### src/rtl/inst_fetch.sv
// Instruction fetch unit: drives imem_addr from the PC and buffers fetched words in a 2-entry FIFO toward decode.
// Optional FETCH_STATS_EN macro enables the accepted-instruction counter on fetch_count.
module inst_fetch #(
  parameter int unsigned        ADDR_W   = 32,
  parameter logic [ADDR_W-1:0]  RESET_PC = '0
) (
  input  logic              clk,
  input  logic              rst_n,
  input  logic              fetch_en,
  output logic [ADDR_W-1:0] imem_addr,
  input  logic [31:0]       imem_inst,
  input  logic              redirect_valid,
  input  logic [ADDR_W-1:0] redirect_pc,
  output logic              out_valid,
  output logic [31:0]       out_inst,
  output logic [ADDR_W-1:0] out_pc,
  input  logic              out_ready,
  output logic [31:0]       fetch_count
);

  logic [ADDR_W-1:0] pc_q;
  logic [31:0]       inst_mem [2];
  logic [ADDR_W-1:0] pc_mem   [2];
  logic              head_q;
  logic              tail_q;
  logic [1:0]        count_q;
  logic              pop;
  logic              push;

  assign imem_addr = pc_q;
  assign out_valid = (count_q != 2'd0);
  assign out_inst  = inst_mem[head_q];
  assign out_pc    = pc_mem[head_q];

  assign pop  = out_valid && out_ready;
  assign push = fetch_en && !redirect_valid && ((count_q != 2'd2) || pop);

  // When the buffer empties, head stays put and tail snaps back to it so the
  // outputs keep showing the last instruction instead of a stale slot.
  always_ff @(posedge clk or negedge rst_n) begin
    if (!rst_n) begin
      pc_q        <= RESET_PC;
      head_q      <= 1'b0;
      tail_q      <= 1'b0;
      count_q     <= '0;
      inst_mem[0] <= '0;
      inst_mem[1] <= '0;
      pc_mem[0]   <= '0;
      pc_mem[1]   <= '0;
    end else if (redirect_valid) begin
      pc_q    <= redirect_pc;
      count_q <= '0;
      tail_q  <= head_q;
    end else begin
      count_q <= count_q + 2'(push) - 2'(pop);
      if (push) begin
        inst_mem[tail_q] <= imem_inst;
        pc_mem[tail_q]   <= pc_q;
        pc_q             <= pc_q + ADDR_W'(1);
      end
      if (pop && !push && (count_q == 2'd1)) begin
        tail_q <= head_q;
      end else begin
        if (push) tail_q <= ~tail_q;
        if (pop)  head_q <= ~head_q;
      end
    end
  end

`ifdef FETCH_STATS_EN
  logic [31:0] stat_q;

  always_ff @(posedge clk or negedge rst_n) begin
    if (!rst_n)   stat_q <= '0;
    else if (pop) stat_q <= stat_q + 32'd1;
  end

  assign fetch_count = stat_q;
`else
  assign fetch_count = '0;
`endif

endmodule

### config.mk
export PLATFORM = sky130hd
export DESIGN_NAME = inst_fetch
export DESIGN_NICKNAME = d
export VERILOG_FILES = /design/src/rtl/inst_fetch.sv
export SDC_FILE = /design/constraint.sdc
export NUM_CORES = 1
export LEC_CHECK = 0
export CORE_ASPECT_RATIO = 0.6
export CORE_MARGIN = 10
export CORE_UTILIZATION = 49
export CTS_CLUSTER_DIAMETER = 40
export DETAILED_ROUTE_END_ITERATION = 7
export PLACE_DENSITY = 0.8
export SYNTH_ARGS = -nofsm -noshare
export SYNTH_HDL_FRONTEND = slang
export SYNTH_SLANG_ARGS = --single-unit
### constraint.sdc
create_clock -name clk -period 2.08 [get_ports clk]
set_input_delay 0.208 -clock clk [delete_from_list [all_inputs] [get_ports clk]]
set_output_delay 0.208 -clock clk [all_outputs]
set_load 0.01 [all_outputs]
==> results of run 1 <==
==> routing by layer <==
metal,GRT usage,vias to the layer above,share of wire
met4,0.0394,0,0.0084
li1,-,2612,-
met3,0.0723,19,0.097
met5,0,-,0
met2,0.305,219,0.45
met1,0.269,2906,0.45
==> per-stage QoR <==
step	cell area [um2]	instances
after floorplan	8090	662
after global placement	9940	1008
after detailed placement	9940	1008
after CTS	10600	1045
after global routing	10600	1048
final	10600	1048
==> what timing repair did <==
item                                   4_1_cts  5_1_grt
setup buffers                                2        1
resized for setup                           65        4
cloned                                       2        2
setup endpoints to repair                   64       29
endpoints found under the hold margin       43        0
hold buffers                                 1        0
==> critical path, delay by kind of cell, from the launching register on <==
kind	cells	cell delay, ns
multiplexers	1	0.34
flip-flops	1	0.42
buffers and inverters	3	0.66
==> worst min-delay path by stage <==
stage                                         to  slack, ns  depth (start not counted)  start
after floorplan             count_q[0]$_DFF_PN0_      -0.09                          0  rst_n
after global placement    pc_mem[39]$_DFFE_PN0P_       0.15                          1  rst_n
after detailed placement  pc_mem[39]$_DFFE_PN0P_       0.17                          1  rst_n
after CTS                 pc_mem[40]$_DFFE_PN0P_       0.29                          2  rst_n
after global routing      pc_mem[40]$_DFFE_PN0P_       0.32                          2  rst_n
final                     pc_mem[40]$_DFFE_PN0P_       0.29                          2  rst_n
==> flip-flops by register name, summed over array words and instances (netlist names) <==
name / flops
count_q: 2
inst_mem: 64
head_q: 1
pc_mem: 64
tail_q: 1
imem_addr: 32
==> report_power, final <==
part           total, mW  internal [mW]  switching [mW]
sequential          5.28           4.54           0.748
clock               3.23           1.89            1.35
combinational       6.09           3.51            2.58
total               14.6           9.93            4.67
==> cells by family after synthesis <==
group	after synthesis
muxes	189
DFF	164
and+or+nand+nor	120
buffers and inverters	75
AOI/OAI and AO/OA	71
xor gates and xnor gates	9
adders and majority gates	2
other	1
==> layout make-up <==
| type | count | area [um2] | share of cell area |
|---|---|---|---|
| Clock buffer | 20 | 467 | 0.0439 |
| Clock inverter | 12 | 144 | 0.0135 |
| Inverter | 7 | 26.3 | 0.00247 |
| Multi-Input combinational cell | 423 | 3510 | 0.330 |
| Sequential cell | 164 | 4110 | 0.386 |
| Tap cell | 209 | 262 | 0.0246 |
| Timing Repair Buffer | 213 | 2120 | 0.200 |
==> cell usage in the layout, fill, tap and decap left out, types with 5 or more instances in the layout <==
cell,count
dfrtp_1,163
inv_1,6
dlygate4sd2_1,60
clkdlybuf4s50_1,101
a21oi_1,6
and2_1,6
nand2_1,40
buf_4,35
buf_12,8
o211ai_1,12
o311ai_0,8
a31oi_1,7
clkbuf_16,19
nor2_1,13
nand4_1,7
mux2_2,187
and3_1,5
nand3_1,24
o21ai_0,20
conb_1,32
xor2_1,6
o311ai_1,5
==> results.yml, run 1 <==
yosys:
  synth_top_area_frac: 0.515
  synth.most_common_cell: "mux2_2"
  synth_top_cell_by_area: "dfrtp_1"
  synth_cell_types: 56
  netlist_top_cells_count: "mux2_2, dfrtp_1, nand2_1"
  synth.top_cells.by_area: "dfrtp_1, mux2_2, buf_4, nand2_1, nand3_1"
  synthAdderAreaFrac: 0.00314
  ys_ff_latch: 164
  synth_xor_area_frac: 0.00988
  seq_area_frac_synth: 0.515
  synth_top_family_by_area: "multiplexers"
  synth_compound_area_frac: 0.0605
  synth.area.mux_share: 0.267
  synth_top_flop_cell: "dfrtp_1"
  syn_avg_cell_area_um2: 12.6
  synthSimpleGateAreaFrac: 0.0838
  async_reset_ff_frac: 1.00
  synth_edf_count: 0
  yosysWarningCount: 0
  syn_inst: 631
  syn_area_um2: 7980
setup_path:
  r2r_end: "imem_addr[2]$_DFFE_PN0P_"
  crit_path_start: "head_q$_DFFE_PN0P_"
  crit_fanout: 11
  endpoint: "out_inst[17]"
  critPathCaptureType: "output port"
  critPathLaunchType: "flip-flop"
  slowest_delay_ns: 0.42
  required_ns: 1.87
  timing.rr.start: "count_q[0]$_DFF_PN0_"
  cp_slowest_cell: "dfrtp_2"
  worst-setup-path-type: "flip-flop to output port"
  worst_ep_arrival_time_ns: 1.84
  path_cells: "buf_4 -> clkbuf_16 -> mux2_2 -> dlygate4sd2_1"
  regToRegSetupSlack_ns: 0.11
  worstRegToRegCells: 6
floorplan:
  die_h_um: 119
  pin_count: 198
  die_w_um: 185
  die_area_um2: 21900
  start_util: 0.496
  rows: 36
  core_um2: 16100
sta:
  slew_headroom: 0.653
  hold_ws_ns: 0.288
  finalMaxSlewViolations: 0
  max_freq_mhz: 488
  fin_crit_sh: 0.985
  setup_violations: 0
  worstMarginPinSlew_ns: 0.516
  hold_violations: 0
  layout_setup_ws_ns: 0.0302
  rsz0062_at_grt: "yes"
  finalCriticalPeriod_ns: 2.05
  skew_ns: 0.0108
  setup_tns_ns: 0
finish:
  fill_cells: 1182
  area_delta_synth_final_pct: 33.4
  drive_gt1_frac: 0.336
  final_core_util: 0.662
  nets: 897
  antenna_cells: 0
placement:
  dp_hpwl_mm: 15.4
  pre_cts_slack_ns: -0.192
  io_buffer_count: 165
  globalplace.congestion: 0.843
clock_tree:
  cts.sinks: 164
  insertion_delay_ns: 0.43
  cts_buffer_depth: 2
  numCtsBuffers: 17
  clockRootBuffer: "clkbuf_16"
  htreeDepth: 4
  path_clk_slew_ns: 0.07
  cts_tree: "built"
power:
  p_leak_nw: 4.64
  powerDensity_nw_per_um2: 1370
  peakVddDrop_uv: 609
  p_total_mw: 14.6
grt:
  grt_start_max_net_pins: 71
  grt_usage: 0.200
  grt_pass1_wl_mm: 34.6
  antenna_found_initial: 0
  grt_pass1_vias: 6188
  grt.overflow.total: 0
detailed_routing:
  drtIter0Drc: 402
  drc: 0
  wl_per_cell_um: 21.2
  ant_nets: 0
  wl_mm: 22.2
  viasPerCell: 5.49
  first_pass_iters: 5
  vias: 5756
flow_run:
  timing.max_cap.violations: 0
hold_path:
  min-delay-path-class: "input pin to async pin"
status:
  outcome: "finished, final reports clean"
No activity file was read; power rests on OpenSTA's default activity.
==> inputs of run 2 (changes only) <==
Settings changed: CORE_MARGIN 10 to default.
==> results.yml, run 2 (synthesis results as in run 1) <==
finish:
  final_cell_mix: "mux2_2, dfrtp_1, clkdlybuf4s50_1"
  nets: 909
  layout_commonest_cell: "mux2_2"
  antenna_cells: 0
  regArea_um2: 4110
  multi_input_area_um2: 3510
  area_delta_synth_final_pct: 33.3
  drive_gt1_frac: 0.344
  fill_cells: 1136
sta:
  slew_headroom: 0.602
  worstMarginPinSlew_ns: 0.597
  skew_ns: 0.0122
  finalMaxSlewViolations: 0
  layout_setup_ws_ns: 0.0623
  max_freq_mhz: 496
  hold_violations: 0
  setup_tns_ns: 0
  finalCriticalPeriod_ns: 2.02
  fin_crit_sh: 0.970
  rsz0062_at_grt: "no"
  setup_violations: 0
floorplan:
  die_w_um: 167
  die_area_um2: 16800
  rows: 35
  die_h_um: 101
  core_um2: 15600
  start_util: 0.510
  pin_count: 198
clock_tree:
  htreeDepth: 4
  cts_buffer_depth: 2
  cts_tree: "built"
  insertion_delay_ns: 0.42
  clockRootBuffer: "clkbuf_16"
  numCtsBuffers: 17
  path_clk_slew_ns: 0.07
  cts.sinks: 164
detailed_routing:
  drtIter0Drc: 354
  met3WireLength_mm: 1.27
  ant_nets: 0
  drc: 0
  first_pass_iters: 5
  wl_met1_mm: 9.11
  vias: 5850
  wl_per_cell_um: 19.2
  wl_mm: 20.2
  viasPerCell: 5.55
  met2_length_mm: 9.59
  top_layer: "met4"
placement:
  io_buffer_count: 165
  globalplace.congestion: 0.879
  dp_hpwl_mm: 14.2
  pre_cts_slack_ns: -0.169
grt:
  grt_usage: 0.249
  grt.overflow.total: 0
  grt_pass1_vias: 5958
  grt_start_max_net_pins: 60
  antenna_found_initial: 0
  grt_pass1_wl_mm: 32.4
status:
  outcome: "finished, final reports clean"
setup_path:
  crit_fanout: 9
  regToRegSetupSlack_ns: 0.12
  required_ns: 1.87
  critPathCaptureType: "output port"
  worst-setup-path-type: "flip-flop to output port"
  worst_ep_arrival_time_ns: 1.81
  critPathLaunchType: "flip-flop"
power:
  p_leak_nw: 4.64
  powerDensity_nw_per_um2: 1340
  combPwrFrac: 0.422
  power_switching_mw: 4.63
  p_seq_frac: 0.372
  p_clk_frac: 0.206
  swShare: 0.325
  peakVddDrop_uv: 613
  p_int_mw: 9.62
flow_run:
  timing.max_cap.violations: 0
hold_path:
  min-delay-path-class: "input pin to async pin"
[run 2: cell count changes in the layout (fill, tap and decap cells not counted), moves of 3 or more]
cell            previous run  this run
clkbuf_8                   3         0
dlymetal6s2s_1             3         0
buf_4                     35        46
dlygate4sd2_1             60        63
[run 2: metrics by stage]
step / std cells / util / hold slack (ns) / cell area, um2 / power [mW]
2_1_floorplan: 662 / - / -0.0876 / 8090 / 8.60
3_3_place_gp: 1009 / 0.639 / 0.209 / 9980 / 11.4
3_5_place_dp: 1009 / 0.639 / 0.219 / 9980 / 11.7
4_1_cts: 1046 / 0.676 / 0.339 / 10600 / 14.2
5_1_grt: 1054 / 0.680 / 0.374 / 10600 / 15.0
6_report: 1054 / 0.680 / 0.322 / 10600 / 14.2
[run 2: area by class of cell]
type	count	share of cell area
sequential	164	0.386
clock inverter	15	0.0116
inverter	7	0.00247
tap	203	0.0239
multi-input combinational	423	0.330
timing repair buffer	225	0.206
clock buffer	17	0.0400
[run 2: worst max-delay path, stage by stage, from the launching register on]
cell and delay, ns:
dfrtp_2 0.38, buf_12 0.14, buf_12 0.14, buf_6 0.12, mux2_2 0.33, dlygate4sd2_1 0.29
[run 2: power groups by stage]
stage	clock [mW]	combinational, mW	sequential (mW)
after global routing	3.13	6.41	5.48
after CTS	2.99	5.96	5.29
after global placement	0	6.17	5.19
after detailed placement	0	6.33	5.34
final	2.94	6.01	5.30
after floorplan	0	3.49	5.11
[run 2: worst paths after layout]
kind / start / endpoint / cells after the start
setup reg to reg: count_q[1]$_DFF_PN0_ / imem_addr[11]$_DFFE_PN0P_ / 7
setup / recovery: head_q$_DFFE_PN0P_ / out_inst[8] / 5
min in group clk: redirect_pc[25] / imem_addr[25]$_DFFE_PN0P_ / 3
hold / removal: rst_n / inst_mem[36]$_DFFE_PN0P_ / 2
max in group asynchronous: rst_n / inst_mem[33]$_DFFE_PN0P_ / 3
hold reg to reg: pc_mem[15]$_DFFE_PN0P_ / pc_mem[15]$_DFFE_PN0P_ / 2
[run 2: layer usage]
metal / GRT usage / vias to the layer above
met5: 0 / -
met4: 0.0748 / 0
met1: 0.349 / 2951
li1: - / 2640
met2: 0.396 / 235
met3: 0.0495 / 24
[run 2: what timing repair did]
action / in CTS / in global routing
setup endpoints to repair: 64 / 7
endpoints found under the hold margin: 55 / 0
hold buffers: 1 / 0
pin swaps: 0 / 1
buffers inserted: 2 / 8
resized for setup: 71 / 0
gates cloned: 2 / 0
